### config.mk
export PLATFORM = sky130hd
export DESIGN_NAME = mem_port_arbiter
export DESIGN_NICKNAME = d
export VERILOG_FILES = /design/src/rtl/mem_port_arbiter_pkg.sv /design/src/rtl/mem_port_arbiter.sv
export SDC_FILE = /design/constraint.sdc
export NUM_CORES = 1
export LEC_CHECK = 0
export CAP_MARGIN = 20
export CORE_UTILIZATION = 35
export DETAILED_ROUTE_END_ITERATION = 8
export HOLD_SLACK_MARGIN = 0.15
export PLACE_DENSITY = 0.73
export SETUP_SLACK_MARGIN = 0.5
export SYNTH_ARGS = -nofsm -noshare
export SYNTH_HDL_FRONTEND = slang
export SYNTH_SLANG_ARGS = --single-unit
### constraint.sdc
create_clock -name clk -period 3.15 [get_ports clk]
set_clock_uncertainty 0.2 [all_clocks]
set_input_delay 0.63 -clock clk [delete_from_list [all_inputs] [get_ports clk]]
set_output_delay 0.63 -clock clk [all_outputs]
set_load 0.01 [all_outputs]
### src/rtl/mem_port_arbiter_pkg.sv
// rtl/mem_port_arbiter_pkg.sv - shared encodings for the IF/MEM memory port arbiter
//
// Purpose: FSM state encodings, grant encodings and the error data word
// returned by a transaction that the watchdog aborts.
package mem_port_arbiter_pkg;

  typedef enum logic [1:0] {
    ARB_IDLE    = 2'd0,
    ARB_BUS_IF  = 2'd1,
    ARB_BUS_MEM = 2'd2,
    ARB_DONE    = 2'd3
  } arb_state_e;

  typedef enum logic {
    GNT_IF  = 1'b0,
    GNT_MEM = 1'b1
  } arb_gnt_e;

  localparam logic [31:0] ARB_ERR_DATA = 32'hDEAD_BEEF;

endpackage

### src/rtl/mem_port_arbiter.sv
// rtl/mem_port_arbiter.sv - single-ported memory bus arbiter for the IF and MEM pipeline stages
//
// Purpose: grants the unified memory bus to MEM (strict priority) or IF,
// runs one req/ack transaction with variable slave latency, aborts it with a
// watchdog after TIMEOUT unacknowledged cycles, and returns the result
// through a one-cycle ready pulse to the granted stage.
//
// Ports:
//   clk, rst                      clock, synchronous active-high reset
//   if_req/if_addr/if_kill        fetch request, address, branch flush
//   if_rdata/if_ready             fetched word and its completion pulse
//   mem_ren/mem_wen/mem_addr      load/store request and address
//   mem_wdata                     store data
//   mem_rdata/mem_ready           load data and its completion pulse
//   bus_req/bus_we                bus transaction active / write
//   bus_addr/bus_wdata            latched address and write data
//   bus_rdata/bus_ack             slave read data and completion
//   bus_err                       sticky watchdog timeout flag
module mem_port_arbiter
  import mem_port_arbiter_pkg::*;
#(
  parameter int ADDR_W  = 32,
  parameter int DATA_W  = 32,
  parameter int TIMEOUT = 255
) (
  input  logic              clk,
  input  logic              rst,
  input  logic              if_req,
  input  logic [ADDR_W-1:0] if_addr,
  input  logic              if_kill,
  output logic [DATA_W-1:0] if_rdata,
  output logic              if_ready,
  input  logic              mem_ren,
  input  logic              mem_wen,
  input  logic [ADDR_W-1:0] mem_addr,
  input  logic [DATA_W-1:0] mem_wdata,
  output logic [DATA_W-1:0] mem_rdata,
  output logic              mem_ready,
  output logic              bus_req,
  output logic              bus_we,
  output logic [ADDR_W-1:0] bus_addr,
  output logic [DATA_W-1:0] bus_wdata,
  input  logic [DATA_W-1:0] bus_rdata,
  input  logic              bus_ack,
  output logic              bus_err
);

  localparam logic [7:0] TIMEOUT_CNT = 8'(TIMEOUT);

  arb_state_e        state_q, state_d;
  arb_gnt_e          gnt_q, gnt_d;
  logic [ADDR_W-1:0] addr_q, addr_d;
  logic [DATA_W-1:0] wdata_q, wdata_d;
  logic              we_q, we_d;
  logic [DATA_W-1:0] result_q, result_d;
  logic              kill_q, kill_d;
  logic [7:0]        cnt_q, cnt_d;
  logic              err_q, err_d;

  logic [7:0]        cnt_inc;
  logic              done_if;
  logic              done_mem;

  always_ff @(posedge clk) begin
    if (rst) begin
      state_q  <= ARB_IDLE;
      gnt_q    <= GNT_IF;
      addr_q   <= '0;
      wdata_q  <= '0;
      we_q     <= 1'b0;
      result_q <= '0;
      kill_q   <= 1'b0;
      cnt_q    <= '0;
      err_q    <= 1'b0;
    end else begin
      state_q  <= state_d;
      gnt_q    <= gnt_d;
      addr_q   <= addr_d;
      wdata_q  <= wdata_d;
      we_q     <= we_d;
      result_q <= result_d;
      kill_q   <= kill_d;
      cnt_q    <= cnt_d;
      err_q    <= err_d;
    end
  end

  always_comb begin
    state_d  = state_q;
    gnt_d    = gnt_q;
    addr_d   = addr_q;
    wdata_d  = wdata_q;
    we_d     = we_q;
    result_d = result_q;
    kill_d   = kill_q;
    cnt_d    = cnt_q;
    err_d    = err_q;

    // Saturating so a stuck slave can never wrap the watchdog around.
    cnt_inc = (cnt_q == 8'hFF) ? cnt_q : cnt_q + 8'd1;

    unique case (state_q)
      ARB_IDLE: begin
        if (mem_ren || mem_wen) begin
          addr_d  = mem_addr;
          wdata_d = mem_wdata;
          we_d    = mem_wen;
          gnt_d   = GNT_MEM;
          cnt_d   = '0;
          state_d = ARB_BUS_MEM;
        end else if (if_req) begin
          addr_d  = if_addr;
          wdata_d = '0;
          we_d    = 1'b0;
          gnt_d   = GNT_IF;
          cnt_d   = '0;
          state_d = ARB_BUS_IF;
        end
      end

      ARB_BUS_IF, ARB_BUS_MEM: begin
        // A flush only marks the fetch as dead; the bus cycle always finishes.
        if (state_q == ARB_BUS_IF && if_kill) begin
          kill_d = 1'b1;
        end
        if (bus_ack) begin
          result_d = we_q ? '0 : bus_rdata;
          state_d  = ARB_DONE;
        end else begin
          cnt_d = cnt_inc;
          // Compare the incremented count so the abort lands after exactly
          // TIMEOUT bus cycles.
          if (cnt_inc == TIMEOUT_CNT) begin
            err_d    = 1'b1;
            result_d = DATA_W'(ARB_ERR_DATA);
            state_d  = ARB_DONE;
          end
        end
      end

      ARB_DONE: begin
        kill_d  = 1'b0;
        state_d = ARB_IDLE;
      end

      default: state_d = ARB_IDLE;
    endcase
  end

  always_comb begin
    bus_req   = (state_q == ARB_BUS_IF) || (state_q == ARB_BUS_MEM);
    bus_we    = (state_q == ARB_BUS_MEM) && we_q;
    bus_addr  = addr_q;
    bus_wdata = wdata_q;
    bus_err   = err_q;

    done_if   = (state_q == ARB_DONE) && (gnt_q == GNT_IF);
    done_mem  = (state_q == ARB_DONE) && (gnt_q == GNT_MEM);

    // A kill arriving in DONE itself still suppresses the fetch result.
    if_ready  = done_if && !kill_q && !if_kill;
    if_rdata  = if_ready ? result_q : '0;
    mem_ready = done_mem;
    mem_rdata = done_mem ? result_q : '0;
  end

endmodule

==> results of run 1 <==
==> cell usage in the layout, fill, tap and decap left out, types with 4 or more instances in the layout <==
master / count
dfxtp_1: 108
clkbuf_16: 9
nor3_1: 7
a22oi_1: 33
a311oi_1: 32
ha_1: 4
a21oi_1: 72
nor3b_1: 24
and3_1: 34
dlygate4sd2_1: 9
nand2_1: 46
dlymetal6s2s_1: 7
buf_4: 13
and2_1: 35
clkdlybuf4s50_1: 218
buf_2: 10
inv_1: 6
clkdlybuf4s15_2: 16
clkbuf_2: 6
nand3_1: 7
o21ai_0: 42
nor2_1: 77
==> stage by stage <==
stage / setup slack, ps / instances / hold slack (ps) / cell area, um^2 / util [%]
global route: 452.3 / 1043 / 290.5 / 8178 / 58.91
detailed placement: 11.09 / 1023 / 241.2 / 7821 / 56.35
finish: 508.7 / 1043 / 253.7 / 8178 / 58.91
floorplan: 679.7 / 621 / 257.9 / 4990 / -
global placement: 71.72 / 1023 / 235.2 / 7821 / 56.35
CTS: 453.6 / 1043 / 253.3 / 8222 / 59.23
==> worst min-delay path by stage <==
| stage | end | slack (ps) |
|---|---|---|
| after floorplan | result_q[14] | 260 |
| after CTS | bus_err | 250 |
| after global placement | bus_err | 240 |
| final | bus_err | 250 |
| after global routing | bus_err | 290 |
| after detailed placement | bus_err | 240 |
==> flip-flops by register name, summed over array words and instances, names as in the netlist <==
name / cells
bus_addr: 32
bus_wdata: 32
result_q: 32
cnt_q: 8
state_q: 2
bus_err: 1
gnt_q: 1
kill_q: 1
we_q: 1
==> logic make-up (layout without fill, tap and decap cells) <==
| family | after synthesis | after routing |
|---|---|---|
| AND/OR/NAND/NOR | 243 | 243 |
| AO/OA/AOI/OAI | 197 | 197 |
| adder cells (fa/ha/maj) | 5 | 5 |
| buffers and inverters | 66 | 308 |
| flip-flops | 110 | 110 |
==> layout make-up <==
class	instances	area (um^2)	share of cell area, %
clock buffers	14	274.0	3.351
clock inverters	2	38.79	0.4743
inverters	6	22.52	0.2754
multi-input cells	445	2591	31.69
flip-flops and latches	110	2207	26.99
well taps	180	225.2	2.754
repair buffers	286	2819	34.47
==> where the power goes <==
part / switching [mW] / leakage (nW) / internal, mW
sequential: 0.222 / 0.905 / 1.74
clock: 0.506 / 0.153 / 0.685
combinational: 1.21 / 2.19 / 1.08
==> what timing repair did <==
action,CTS,global route
setup endpoints to repair,67,68
pin swaps,1,1
gates cloned,2,0
buffers inserted,2,0
hold endpoints to repair,0,0
resized for setup,112,29
hold buffers,0,0
==> metal layers <==
metal  vias to the layer above  GRT usage (%)
met3                        18          6.720
met1                      2576          26.93
met4                         0          9.336
met2                       210          38.78
li1                       2692              -
met5                         -              0
==> worst min-delay path, cell delays in order, from the launching register on <==
cell and delay, ps:
dfxtp_1 320, inv_1 50, a21oi_1 50
==> metrics.txt, run 1 <==
fraction of the mapped netlist area in compound gates=24.90%; final slew viol count=0; synth warn=0; Post-synth EDFFs=0; final-stage net count=approximately 1000; CTS Buffer Depth=2; CTS clk-pin slew, worst paths=70 ps; Area Growth Syn to Fin=63.89%; Worst path slowest cell=dlygate4sd2_1; worst hold path type=reg2reg; 1st-pass router iterations=4; Routed Antenna Nets=0; Crit. End Element=primary output; Post-synth top cells=dfxtp_1, nor2_1, a21oi_1, clkbuf_1, nand2_1; final RePlAce weighted congestion=~0.82; dpl hpwl=around 12 mm; Gate Count Post-Synth=approximately 620; Ant. Diodes=0; first-pass GRT wire length=~26 mm; main combinational cell family by area after synthesis=compound AO/OA/AOI/OAI gates; worst flop-to-flop path startpoint=cnt_q[0]; main area contributors after synthesis=dfxtp_1, a21oi_1, nor2_1, a311oi_1, a22oi_1; critical path data arrival time=around 1800 ps; Synth Register Bits=110; setup TNS=0 ps; Top Metal Used=met4; end of the critical path=if_rdata[13]; RSZ-0062 raised after global routing=yes; Met2 Wirelength=8.353 mm; Worst-Margin Slew=slightly above 700 ps; Mapped Avg Cell Area=8.035 um^2; Post-Syn Area=4990 um^2; Yosys cell types=36; hold_sp=bus_err; GRT Total Usage=between 20 and 25%; post-synth top area cell=dfxtp_1; fillers=1214; Synth Area in XOR/XNOR=0%; largest net degree at the start of global routing=a little under 70; # port buffers=between 200 and 300; crit path buf inv count=4; Chip Width=roughly 120 um; CTS tree=built; Pleak=approximately 3.2 nW; global route overflow=0; CTS root buffer=clkbuf_16; Seq/Total Area, Yosys=44.13%; core box area=between 10000 and 15000 um^2; worst r2r dst=state_q[0]; Highest Clock Rate=378.6 MHz; Worst Reg-to-Reg Cells=7; simple-gate area share of the yosys netlist=about a quarter; # Max-Cap Violations=0; delay-heaviest family, CP=buffers and inverters; H-tree Lvls=3; R2R Setup Slk=roughly 600 ps; PwrDens=~670 nW/um^2; Slew Limit Headroom=a little over half; power consumption=roughly 5.4 mW; FP Rows=43; average wire per cell in the routed design=16.36 um; slowest stage delay, CP=~260 ps; final worst-path cycle share=between 80% and 90%; status=finished, final reports clean; Mapped Nets=approximately 760; most common cell in the netlist=dfxtp_1; Clock Latency Late Sink=around 350 ps; Max IR drop VDD=0.0004106 V; M1 WL=roughly 7.0 mm; IO Pins=268; fin crit period=around 2600 ps; asr flop ratio synth=0%; Die ar.=around 15000 um^2; Initial Utilization=around 36%; number of global-route vias before repair=between 5k and 6k; worst-path fanout max=16; met3 wire length=~1.4 mm; Hold Fails Final Rpt=0; Vias=5496; hold depth=2; worst setup path start=if_kill; mux share of post-synthesis cell area=0%; TritonCTS Sinks=110; Final Routed Wirelength=approximately 17 mm; required time worst endpoint=2320 ps; initial antenna violation count=0; crit-path cells=dlygate4sd2_1 > nor4b_4 > buf_4 > buf_8 > and2_1 > clkdlybuf4s15_2; 1st-iter DRT viols=between 300 and 400; DRC=0; Num CTS Buffers=9; DIE HEIGHT=~120 um; Synth top area share=44.13%; Startpoint Class=input pin; CP Depth=6; share of layout cells above drive strength 1=9.038%; critical path type=in2out; Main synth FF type=dfxtp_1; # setup viols final=0; Vias/cell=~5.3; Post-Synth Adder-Cell Area=under 10%
Note: power is estimated with default switching activity, not from simulation.
==> inputs of run 2 (changes only) <==
--- a/config.mk
+++ b/config.mk
@@ -9,7 +9,7 @@
 export CORE_UTILIZATION = 35
 export DETAILED_ROUTE_END_ITERATION = 8
 export HOLD_SLACK_MARGIN = 0.15
-export PLACE_DENSITY = 0.73
+export PLACE_DENSITY = 0.76
 export SETUP_SLACK_MARGIN = 0.5
 export SYNTH_ARGS = -nofsm -noshare
 export SYNTH_HDL_FRONTEND = slang
==> constraint.sdc (replaced) <==
create_clock -name clk -period 2.2 [get_ports clk]
set_clock_uncertainty 0.2 [all_clocks]
set_input_delay 0.44 -clock clk [delete_from_list [all_inputs] [get_ports clk]]
set_output_delay 0.44 -clock clk [all_outputs]
set_load 0.01 [all_outputs]
==> metrics.txt, run 2 (same netlist as run 1, synthesis figures left out) <==
required time worst endpoint=approximately 1600 ps; setup ws final=-139.7 ps; average wire per cell in the routed design=18.89 um; Initial Utilization=35.95%; most frequent cells in the layout=clkdlybuf4s50_1, dfxtp_1, buf_6, dlygate4sd2_1, nor2_1; FP Rows=43; GRT Total Usage=between 20% and 30%; critical path type=reg2out; final RePlAce weighted congestion=between 0.8 and 0.9; Routed Antenna Nets=0; Hold Fails Final Rpt=0; worst r2r dst=state_q[0]; CTS clk-pin slew, worst paths=roughly 70 ps; 1st-iter DRT viols=approximately 400; setup TNS=-3307 ps; fillers=between 900 and 1k; Slew Limit Headroom=between 50% and 60%; final-stage net count=~1.1k; commonest non-fill, non-tap cell in the layout=clkdlybuf4s50_1; final worst-path cycle share=106.3%; Max IR drop VDD=0.0006030 V; IO Pins=~270; end of the worst hold path=bus_err; Clock Latency Late Sink=~350 ps; Num CTS Buffers=9; 1st-pass router iterations=4; # setup viols final=between 60 and 70; fin crit period=around 2300 ps; Crit. End Element=primary output; global route overflow=0; DIE HEIGHT=between 100 and 150 um; hold depth=2; failing checks=setup timing; core box area=between 10000 and 15000 um^2; CTS root buffer=clkbuf_16; Vias/cell=roughly 5.4; Pleak=~4.1 nW; number of global-route vias before repair=5766; Worst Reg-to-Reg Cells=7; Die ar.=~15000 um^2; initial antenna violation count=3; PwrDens=just under 1000 nW/um^2; CTS tree=built; # Max-Cap Violations=0; Highest Clock Rate=around 430 MHz; worst hold path type=reg2reg; first-pass GRT wire length=between 30 and 40 mm; DRC=0; hold_sp=bus_err; Startpoint Class=register; largest net degree at the start of global routing=48; dpl hpwl=about 12 mm; TritonCTS Sinks=110; # port buffers=267; Vias=6099; Worst-Margin Slew=between 700 and 800 ps; Area Growth Syn to Fin=104.1%; R2R Setup Slk=0 ps; Final Routed Wirelength=21.23 mm; Worst Hold Slack=roughly 270 ps; final slew viol count=0; H-tree Lvls=3; CTS Buffer Depth=2; status=finished with violations; Core Util, Final=between 70 and 80%; critical path data arrival time=1700 ps; share of layout cells above drive strength 1=a little over two fifths; RSZ-0062 raised after global routing=yes; worst flop-to-flop path startpoint=cnt_q[1]; Chip Width=roughly 120 um; worst-path fanout max=8
run 2: cell types whose count changed in the layout (fill, tap and decap cells not counted), moves of 23 or more:
| cell | before | now |
|---|---|---|
| buf_6 | 2 | 87 |
| clkdlybuf4s50_1 | 218 | 129 |
| a22oi_1 | 33 | 0 |
| nor2_1 | 77 | 49 |
| a21oi_1 | 72 | 34 |
| and2_1 | 35 | 3 |
| a21oi_2 | 2 | 39 |
| a22oi_2 | 0 | 33 |
| and2_4 | 2 | 35 |
| buf_4 | 13 | 36 |
| nor2_2 | 1 | 25 |
| dlygate4sd2_1 | 9 | 64 |
run 2: layout make-up:
| cell class | instances | area, um^2 | share of cell area, % |
|---|---|---|---|
| Clock buffer | 9 | 225.2 | 2.212 |
| Inverter | 6 | 27.53 | 0.2703 |
| Clock inverter | 4 | 26.28 | 0.2580 |
| Antenna cell | 3 | 7.507 | 0.07372 |
| Tap cell | 180 | 225.2 | 2.212 |
| Timing Repair Buffer | 366 | 3965 | 38.94 |
| Multi-Input combinational cell | 446 | 3492 | 34.29 |
| Sequential cell | 110 | 2215 | 21.75 |
run 2: metal layers:
metal  share of wire, %  GRT usage [%]
met1                 39          31.13
met2                 51          46.02
met3                7.9          7.895
met4                2.0          9.645
met5                  0              0
run 2: how the worst max path moves through the flow:
stage          startpoint  slack, ps            to  cells after the start
6_report       state_q[1]       -140  if_rdata[15]                      7
5_1_grt        state_q[1]       -200  if_rdata[15]                      7
4_1_cts        state_q[0]        -80   if_rdata[5]                      7
3_5_place_dp      if_kill       -510  if_rdata[20]                      5
3_3_place_gp      if_kill       -460  if_rdata[28]                      5
2_1_floorplan    cnt_q[1]        120    state_q[0]                      8
run 2: worst max-delay path, cell delays in order (launching register included):
cell and delay, ps:
dfxtp_2 360, ha_4 160, nor4b_4 190, buf_6 170, buf_6 100, buf_6 120, and2_4 150, buf_6 90
run 2: stage by stage:
step                std cells  worst slack, ps  total power [mW]  instance area (um^2)
floorplan                 621            119.8             4.720                  5166
global placement         1051           -459.5             6.445                  8204
detailed placement       1051           -508.8             6.483                  8204
CTS                      1109           -84.40             9.330                  9315
global route             1123           -198.8             10.57                 10180
finish                   1124           -139.7             10.07                 10180
run 2: repair_timing:
item	CTS	global route
hold buffers	0	0
setup buffers	28	8
endpoints found under the hold margin	0	0
pin swaps	63	79
endpoints found under the setup margin	242	179
gates cloned	17	4
gates resized for setup	503	168
run 2: where the power goes:
group / switching (mW) / internal (mW)
clock network: 0.752 / 0.750
logic: 2.70 / 2.99
registers: 0.390 / 2.49
